File: src/rtl/mem_arb_pkg.sv
// Shared definitions for the CPU/DMA memory arbiter: FSM state encoding,
// the default burst length and the width of the beat counter.
package mem_arb_pkg;

    typedef enum logic [1:0] {
        ST_CPU  = 2'd0,
        ST_DMA  = 2'd1,
        ST_FAIR = 2'd2
    } arb_state_t;

    localparam int unsigned MAX_BURST_DEFAULT = 8;
    localparam int unsigned CNT_W             = 8;

endpackage

File: src/rtl/mem_arb.sv
// mem_arb: arbitrates one synchronous memory port between a CPU core and a
// DMA engine. The core is granted the bus by default; DMA takes it only at an
// instruction boundary (sync) and gives it back after MAX_BURST beats or when
// dma_req drops. After each burst the FAIR state lets the core run at least
// one full instruction before the next grant.
//
// Ports:
//   clk, reset              clock, synchronous active-high reset
//   sync                    core opcode-fetch cycle flag
//   cpu_ab/cpu_we/cpu_do    core address / write enable / write data
//   cpu_di, cpu_ce          read data to core, core clock enable
//   dma_req                 DMA level request
//   dma_ab/dma_we/dma_do    DMA address / write enable / write data
//   dma_gnt, dma_ack        bus owned by DMA, beat accepted this cycle
//   dma_di, dma_rvalid      DMA read data, valid one cycle after a read beat
//   mem_ab/mem_we/mem_do    memory port (read data returns next cycle)
//   mem_di                  memory read data
module mem_arb
    import mem_arb_pkg::*;
#(
    parameter int unsigned MAX_BURST = MAX_BURST_DEFAULT
) (
    input  logic        clk,
    input  logic        reset,
    input  logic        sync,
    input  logic [15:0] cpu_ab,
    input  logic        cpu_we,
    input  logic [7:0]  cpu_do,
    output logic [7:0]  cpu_di,
    output logic        cpu_ce,
    input  logic        dma_req,
    input  logic [15:0] dma_ab,
    input  logic        dma_we,
    input  logic [7:0]  dma_do,
    output logic        dma_gnt,
    output logic        dma_ack,
    output logic [7:0]  dma_di,
    output logic        dma_rvalid,
    output logic [15:0] mem_ab,
    output logic        mem_we,
    output logic [7:0]  mem_do,
    input  logic [7:0]  mem_di
);

    localparam logic [CNT_W-1:0] LAST_BEAT = CNT_W'(MAX_BURST - 1);

    arb_state_t       state;
    arb_state_t       state_next;
    logic [CNT_W-1:0] count;
    logic [7:0]       hold_reg;
    logic             resume;
    logic             beat;

    always_comb begin
        beat = (state == ST_DMA) && dma_req;
    end

    // State register
    always_ff @(posedge clk) begin
        if (reset) begin
            state <= ST_CPU;
        end else begin
            state <= state_next;
        end
    end

    // Next-state logic
    always_comb begin
        state_next = state;
        unique case (state)
            ST_CPU: begin
                if (sync && dma_req) begin
                    state_next = ST_DMA;
                end
            end
            ST_DMA: begin
                if (!dma_req || (count == LAST_BEAT)) begin
                    state_next = ST_FAIR;
                end
            end
            ST_FAIR: begin
                if (sync) begin
                    state_next = ST_CPU;
                end
            end
            default: state_next = ST_CPU;
        endcase
    end

    // Output decode and datapath muxes
    always_comb begin
        cpu_ce  = 1'b1;
        dma_gnt = 1'b0;
        dma_ack = 1'b0;
        mem_ab  = cpu_ab;
        mem_we  = cpu_we;
        mem_do  = cpu_do;
        if (state == ST_DMA) begin
            cpu_ce  = 1'b0;
            dma_gnt = 1'b1;
            dma_ack = dma_req;
            mem_ab  = dma_ab;
            mem_we  = dma_we & dma_req;
            mem_do  = dma_do;
        end
        // The core's frozen read and its first enabled cycle see the byte
        // that was in flight when the grant took effect.
        cpu_di = ((state == ST_DMA) || resume) ? hold_reg : mem_di;
        dma_di = mem_di;
    end

    // Beat counter, held core data, resume flag and read-valid pipeline
    always_ff @(posedge clk) begin
        if (reset) begin
            count      <= '0;
            hold_reg   <= '0;
            resume     <= 1'b0;
            dma_rvalid <= 1'b0;
        end else begin
            dma_rvalid <= beat & ~dma_we;
            resume     <= (state == ST_DMA) && (state_next != ST_DMA);
            if ((state != ST_DMA) && (state_next == ST_DMA)) begin
                count <= '0;
            end else if (beat) begin
                count <= count + 1'b1;
            end
            // count is zero only in the first DMA cycle: any cycle without
            // a beat leaves DMA, and every beat advances the counter.
            if ((state == ST_DMA) && (count == '0)) begin
                hold_reg <= mem_di;
            end
        end
    end

endmodule

File: config.mk
export PLATFORM = sky130hd
export DESIGN_NAME = mem_arb
export DESIGN_NICKNAME = d
export VERILOG_FILES = /design/src/rtl/mem_arb_pkg.sv /design/src/rtl/mem_arb.sv
export SDC_FILE = /design/constraint.sdc
export NUM_CORES = 1
export LEC_CHECK = 0
export CORE_ASPECT_RATIO = 1.1
export CORE_UTILIZATION = 36
export CTS_CLUSTER_DIAMETER = 80
export DETAILED_ROUTE_END_ITERATION = 8
export GPL_TIMING_DRIVEN = 1
export PLACE_DENSITY = 0.89
export SLEW_MARGIN = 20
export SYNTH_ARGS = -nofsm -noshare
export SYNTH_HDL_FRONTEND = slang
export SYNTH_SLANG_ARGS = --single-unit
File: constraint.sdc
create_clock -name clk -period 4.7 [get_ports clk]
set_input_delay 0.94 -clock clk [delete_from_list [all_inputs] [get_ports clk]]
set_output_delay 0.94 -clock clk [all_outputs]
set_load 0.1 [all_outputs]
==> results of run 1 <==
## power groups by stage
stage	Sequential (mW)	Clock (mW)	Combinational, mW
after floorplan	0.180	0	0.280
after global placement	0.180	0	0.399
final	0.176	0.126	0.401
after global routing	0.177	0.139	0.417
after CTS	0.176	0.132	0.402
after detailed placement	0.180	0	0.401
## placed cells by master (no fill, tap or decap)
cell type,instances
nor4_1,1
nor3_1,2
nor4_4,1
buf_12,8
o31ai_1,4
clkdlybuf4s50_1,63
nor2_2,1
inv_1,4
ha_1,2
mux2_2,8
o21ai_0,2
nand4_1,1
a21oi_1,7
clkbuf_8,4
nand4b_1,1
nor2_1,1
xor2_1,1
a22o_1,1
nand3_1,2
nand3b_1,2
nand4bb_1,1
dfxtp_1,20
or3b_2,1
or4b_2,1
mux2i_1,9
or4_1,2
clkinv_1,1
or4_4,1
or3_2,1
o31a_2,1
or3_1,1
nand2b_1,19
nand2_1,79
buf_4,36
## area by class of cell
cell class / instances / area [um2] / share of cell area
inverter: 5 / 18.8 / 0.00757
tap: 50 / 62.6 / 0.0252
clock buffer: 4 / 55.1 / 0.0222
sequential: 20 / 400 / 0.162
multi-input combinational: 153 / 881 / 0.355
timing repair buffer: 107 / 1060 / 0.428
## worst reg2reg max path: stages (launching register included)
cell and delay (ns):
dfxtp_1 0.34, or4_4 0.58, nor4_4 0.63, mux2i_1 0.28
## kinds of logic (layout without fill, tap and decap cells)
group,after synthesis,after routing,share of synthesized area
adders and majority gates,2,2,0.0180
DFF,20,20,0.288
xor gates and xnor gates,1,1,0.00630
and+or+nand+nor,118,118,0.412
buffers and inverters,21,116,0.0783
muxes,17,17,0.130
AOI/OAI and AO/OA,15,15,0.0675
## path summary, 6_finish.rpt
path                 end
min          hold_reg[7]
max            cpu_di[4]
min reg2reg  hold_reg[7]
max reg2reg  hold_reg[6]
## metal layers
layer  share of wire  global-route usage  vias up
li1                -                   -      824
met1            0.42               0.234      687
met2            0.53               0.325       41
met3           0.042              0.0402        0
met4               0                   0        0
met5               0                   0        -
==> impl_metrics.csv, run 1 <==
group,metric,value,unit
status,status,"complete, no violations",
synthesis,synthTopCellsByArea,"dfxtp_1 29%, nand2_1 21%, nand2b_1 8.6%, mux2i_1 6.5%, mux2_2 6.5%",
floorplanning,die_w,61.2,um
setup_path,cp.depth,6,
synthesis,seq_area_frac_synth,0.288,
floorplanning,die_y,67.2,um
timing,drv_slew,0,
routing,drtIter0Drc,77,
floorplanning,pin_count,107,
routing,drc,0,
timing,hold_viol,0,
pwr,leakage,1.07,nW
final_layout,nFillCells,298,
floorplanning,rows,23,
timing,worstMarginPinSlew,1.01,ns
pwr,swShare,0.474,
final_layout,syn_to_final_growth,78.3,%
global_route,grt_start_max_net_pins,31,
setup_path,reg2reg_slack,2.79,ns
timing,fin_crit,3.81,ns
setup_path,worstSetupEndpointType,"output pin",
timing,tns,0,ns
timing,finalSetupViolCount,0,
setup_path,cp_slowest_stage_delay,0.64,ns
timing,hold_slack,0.474,ns
floorplanning,die_area,4110,um2
setup_path,cp.arrival,2.87,ns
final_layout,final_util,0.678,
global_route,antenna_found_initial,0,
global_route,grt_pass1_vias,1343,
timing,setup_ws,0.885,ns
cts,clock_latency,0.25,ns
cts,tritoncts,"yes",
synthesis,synth_area,1390,um2
pwr,powerDensity,284,nW/um2
final_layout,post-route-cell-area,2480,um2
cts,clockBufferDepth,2,
cts,root_buffer,"clkbuf_8",
cts,cts_hold_buf,0,
cts,cts.clk_slew.worst_paths,0.07,ns
routing,vias,1552,
setup_path,critPathKind,"reg2out",
routing,via_per_inst,4.58,
placement,placed_cells,335,
setup_path,startpoint,"state[1]",
cts,cts_post_setup_buffers_inserted,0,
synthesis,synth_ff_type,"dfxtp_1",
cts,cts.repair.resized,0,
placement,dpl_worst_slack,1.13,ns
setup_path,startpoint_type,"register",
synthesis,synthArstFlopShare,0,
synthesis,yosys_warnings,0,
final_layout,diodes,0,
timing,fin_skew,0.000911,ns
setup_path,worstPathRequired,3.76,ns
placement,placed_cell_area,2420,um2
cts,cts_buffers,3,
timing,slew_headroom,0.327,
setup_path,crit_buf_inv,3,
pwr,power.switching,0.334,mW
synthesis,synth.cells.most_frequent,"79 x nand2_1, 20 x dfxtp_1, 19 x nand2b_1, 9 x mux2i_1",
global_route,grt_overflow,0,
synthesis,syn_nets,258,
setup_path,worstRegToRegCells,3,
hold_path,holdPathStages,2,
routing,dr.pass1.iters,4,
pwr,intPower,0.370,mW
synthesis,yosysUniqueCellTypes,32,
synthesis,avgSynthCellArea,7.17,um2
setup_path,crit_fanout,30,
synthesis,yosys.cell_count.top_type,"nand2_1",
final_layout,nNetsFinal,354,
floorplanning,core,3650,um2
timing,fin_crit_sh,0.812,
setup_path,cp_cell_sequence,"nand2b_1, buf_4, clkinv_1, nor2_2, mux2_2, buf_12",
timing,fmax,262,MHz
placement,gp_congestion,0.788,
routing,final_antenna_net_count,0,
synthesis,yosysTopAreaCellShare,0.288,
hold_path,hp-start,"hold_reg[7]",
cts,htree_levels,1,
synthesis,synth_cells,194,
cts,cts.sinks,20,
pwr,pwr-share-clk,0.180,
pwr,seqPwrFrac,0.251,
synthesis,synth_edf_count,0,
routing,wl,3.99,mm
setup_path,cp_top_family,"buffers and inverters",
placement,hpwl,3.12,mm
final_layout,final_cells,339,
pwr,combPwrFrac,0.569,
setup_path,cp_slowest_cell,"clkinv_1",
synthesis,synth.largest_area_cell,"dfxtp_1",
floorplanning,start_util,0.380,
synthesis,synth-seq-cells,20,
routing,wl_per_cell,11.8,um
global_route,grt_pass1_wl,5.76,mm
placement,io_buffer_count,106,
global_route,grt_usage,0.181,
hold_path,min_path_type,"reg2reg",
timing,grt_setup_unrepaired,"no",
setup_path,worstReg2RegStart,"count[4]",
run,max_cap_violations,0,
final_layout,drive_gt1_frac,0.218,
pwr,p_total,0.703,mW
pwr,ir_drop,0.271,mV
No activity file was read; power rests on OpenSTA's default activity.
==> run 2, diff against run 1 <==
--- a/config.mk
+++ b/config.mk
@@ -6,11 +6,11 @@
 export NUM_CORES = 1
 export LEC_CHECK = 0
 export CORE_ASPECT_RATIO = 1.1
-export CORE_UTILIZATION = 36
+export CORE_UTILIZATION = 34
 export CTS_CLUSTER_DIAMETER = 80
 export DETAILED_ROUTE_END_ITERATION = 8
 export GPL_TIMING_DRIVEN = 1
-export PLACE_DENSITY = 0.89
+export PLACE_DENSITY = 0.84
 export SLEW_MARGIN = 20
 export SYNTH_ARGS = -nofsm -noshare
 export SYNTH_HDL_FRONTEND = slang
==> constraint.sdc (replaced) <==
create_clock -name clk -period 4 [get_ports clk]
set_input_delay 0.8 -clock clk [delete_from_list [all_inputs] [get_ports clk]]
set_output_delay 0.8 -clock clk [all_outputs]
set_load 0.1 [all_outputs]
==> run 2 against run 1 <==
  * Die area increased by 5.7%
  * Via count is 2.3% higher
  * Non-clock buffer count up 2
  * Routed wire length grew 0.88%
==> impl_metrics.csv, run 2 (synthesis gave the netlist of run 1 again) <==
group,metric,value,unit
cts,root_buffer,"clkbuf_8",
run,max_cap_violations,0,
placement,gp_congestion,0.820,
global_route,grt_overflow,0,
timing,setup_ws,0.832,ns
floorplanning,rows,24,
pwr,intPower,0.436,mW
setup_path,worstPathRequired,3.20,ns
timing,grt_setup_unrepaired,"no",
setup_path,critPathKind,"in2out",
final_layout,nNetsFinal,356,
setup_path,cp_slowest_stage_delay,0.52,ns
setup_path,cp_top_family,"buffers and inverters",
cts,tritoncts,"yes",
final_layout,syn_to_final_growth,79.4,%
timing,fin_skew,0.00496,ns
global_route,grt_pass1_wl,6.71,mm
global_route,grt_usage,0.188,
pwr,seqPwrFrac,0.249,
floorplanning,pin_count,107,
setup_path,startpoint_type,"input pin",
pwr,pwr-share-clk,0.185,
pwr,power.switching,0.397,mW
timing,slew_headroom,0.339,
cts,cts_post_setup_buffers_inserted,0,
final_layout,final_util,0.634,
global_route,antenna_found_initial,0,
routing,final_antenna_net_count,0,
floorplanning,die_y,69.1,um
cts,cts_hold_buf,0,
hold_path,min_path_type,"reg2reg",
final_layout,nFillCells,339,
routing,via_per_inst,4.63,
final_layout,diodes,0,
routing,wl,4.02,mm
floorplanning,die_area,4350,um2
floorplanning,core,3930,um2
pwr,powerDensity,334,nW/um2
timing,finalSetupViolCount,0,
setup_path,cp_slowest_cell,"clkdlybuf4s50_1",
final_layout,layout_common_cells,"79 x nand2_1, 62 x clkdlybuf4s50_1, 39 x buf_4, 20 x dfxtp_1, 19 x nand2b_1",
placement,hpwl,3.09,mm
timing,hold_viol,0,
setup_path,cp.arrival,2.37,ns
cts,htree_levels,1,
routing,wl_per_cell,11.7,um
floorplanning,start_util,0.353,
final_layout,final_common_cell,"nand2_1",
timing,fin_crit_sh,0.792,
pwr,combPwrFrac,0.566,
cts,cts.repair.resized,0,
cts,clock_latency,0.26,ns
timing,drv_slew,0,
timing,worstMarginPinSlew,0.989,ns
setup_path,cp_cell_sequence,"clkdlybuf4s50_1, nand3b_1, inv_1, a22o_1, buf_4",
cts,cts.sinks,20,
routing,vias,1587,
pwr,leakage,1.08,nW
pwr,ir_drop,0.200,mV
floorplanning,die_w,63.0,um
timing,fin_crit,3.17,ns
cts,cts_buffers,3,
global_route,grt_start_max_net_pins,31,
routing,drc,0,
setup_path,worstSetupEndpointType,"output pin",
cts,cts.clk_slew.worst_paths,0.08,ns
timing,fmax,316,MHz
routing,dr.pass1.iters,4,
pwr,swShare,0.477,
status,status,"complete, no violations",
timing,tns,0,ns
placement,io_buffer_count,106,
placement,dpl_worst_slack,0.854,ns
setup_path,crit_fanout,13,
routing,drtIter0Drc,58,
cts,clockBufferDepth,2,
final_layout,drive_gt1_frac,0.227,
global_route,grt_pass1_vias,1547,
setup_path,crit_buf_inv,3,
run 2: power by group through the flow:
stage / combinational [mW] / sequential (mW) / clock [mW]
floorplan: 0.329 / 0.212 / 0
CTS: 0.474 / 0.207 / 0.156
finish: 0.472 / 0.207 / 0.154
detailed placement: 0.472 / 0.212 / 0
global placement: 0.470 / 0.212 / 0
global route: 0.489 / 0.208 / 0.163
run 2: metrics by stage:
step | hold WS [ns] | power, mW | instances | cell area (um2)
after floorplan | 0.446 | 0.541 | 194 | 1390
after global placement | 0.459 | 0.682 | 339 | 2440
after CTS | 0.474 | 0.837 | 343 | 2490
after detailed placement | 0.463 | 0.684 | 339 | 2440
final | 0.469 | 0.833 | 343 | 2490
after global routing | 0.486 | 0.860 | 343 | 2490
run 2: tightest hold or removal path: cells and delay by family (launching register included):
family	cells	cell delay (ns)
AND/OR/NAND/NOR	1	0.06
multiplexers	1	0.05
flip-flops	1	0.31
run 2: worst paths after layout:
check	slack (ns)	cells past startpoint	end	from
worst min register to register	0.47	2	hold_reg[4]	hold_reg[4]
worst max-delay path	0.83	5	mem_we	dma_req
worst min-delay path	0.47	2	hold_reg[4]	hold_reg[4]
worst max register to register	2.13	3	hold_reg[3]	count[4]
run 2: layer usage:
metal,track usage,share of wire,routed length (um)
met1,0.228,0.44,1780
met2,0.333,0.51,2050
met3,0.0414,0.046,183
met4,0.0388,0.0020,8
met5,0,0,0
run 2: cell type report:
cell class	count	area (um2)	area share
repair buffers	109	1070	0.431
multi-input cells	153	881	0.353
flip-flops and latches	20	400	0.161
well taps	52	65.1	0.0261
clock buffers	4	55.1	0.0221
inverters	5	18.8	0.00753
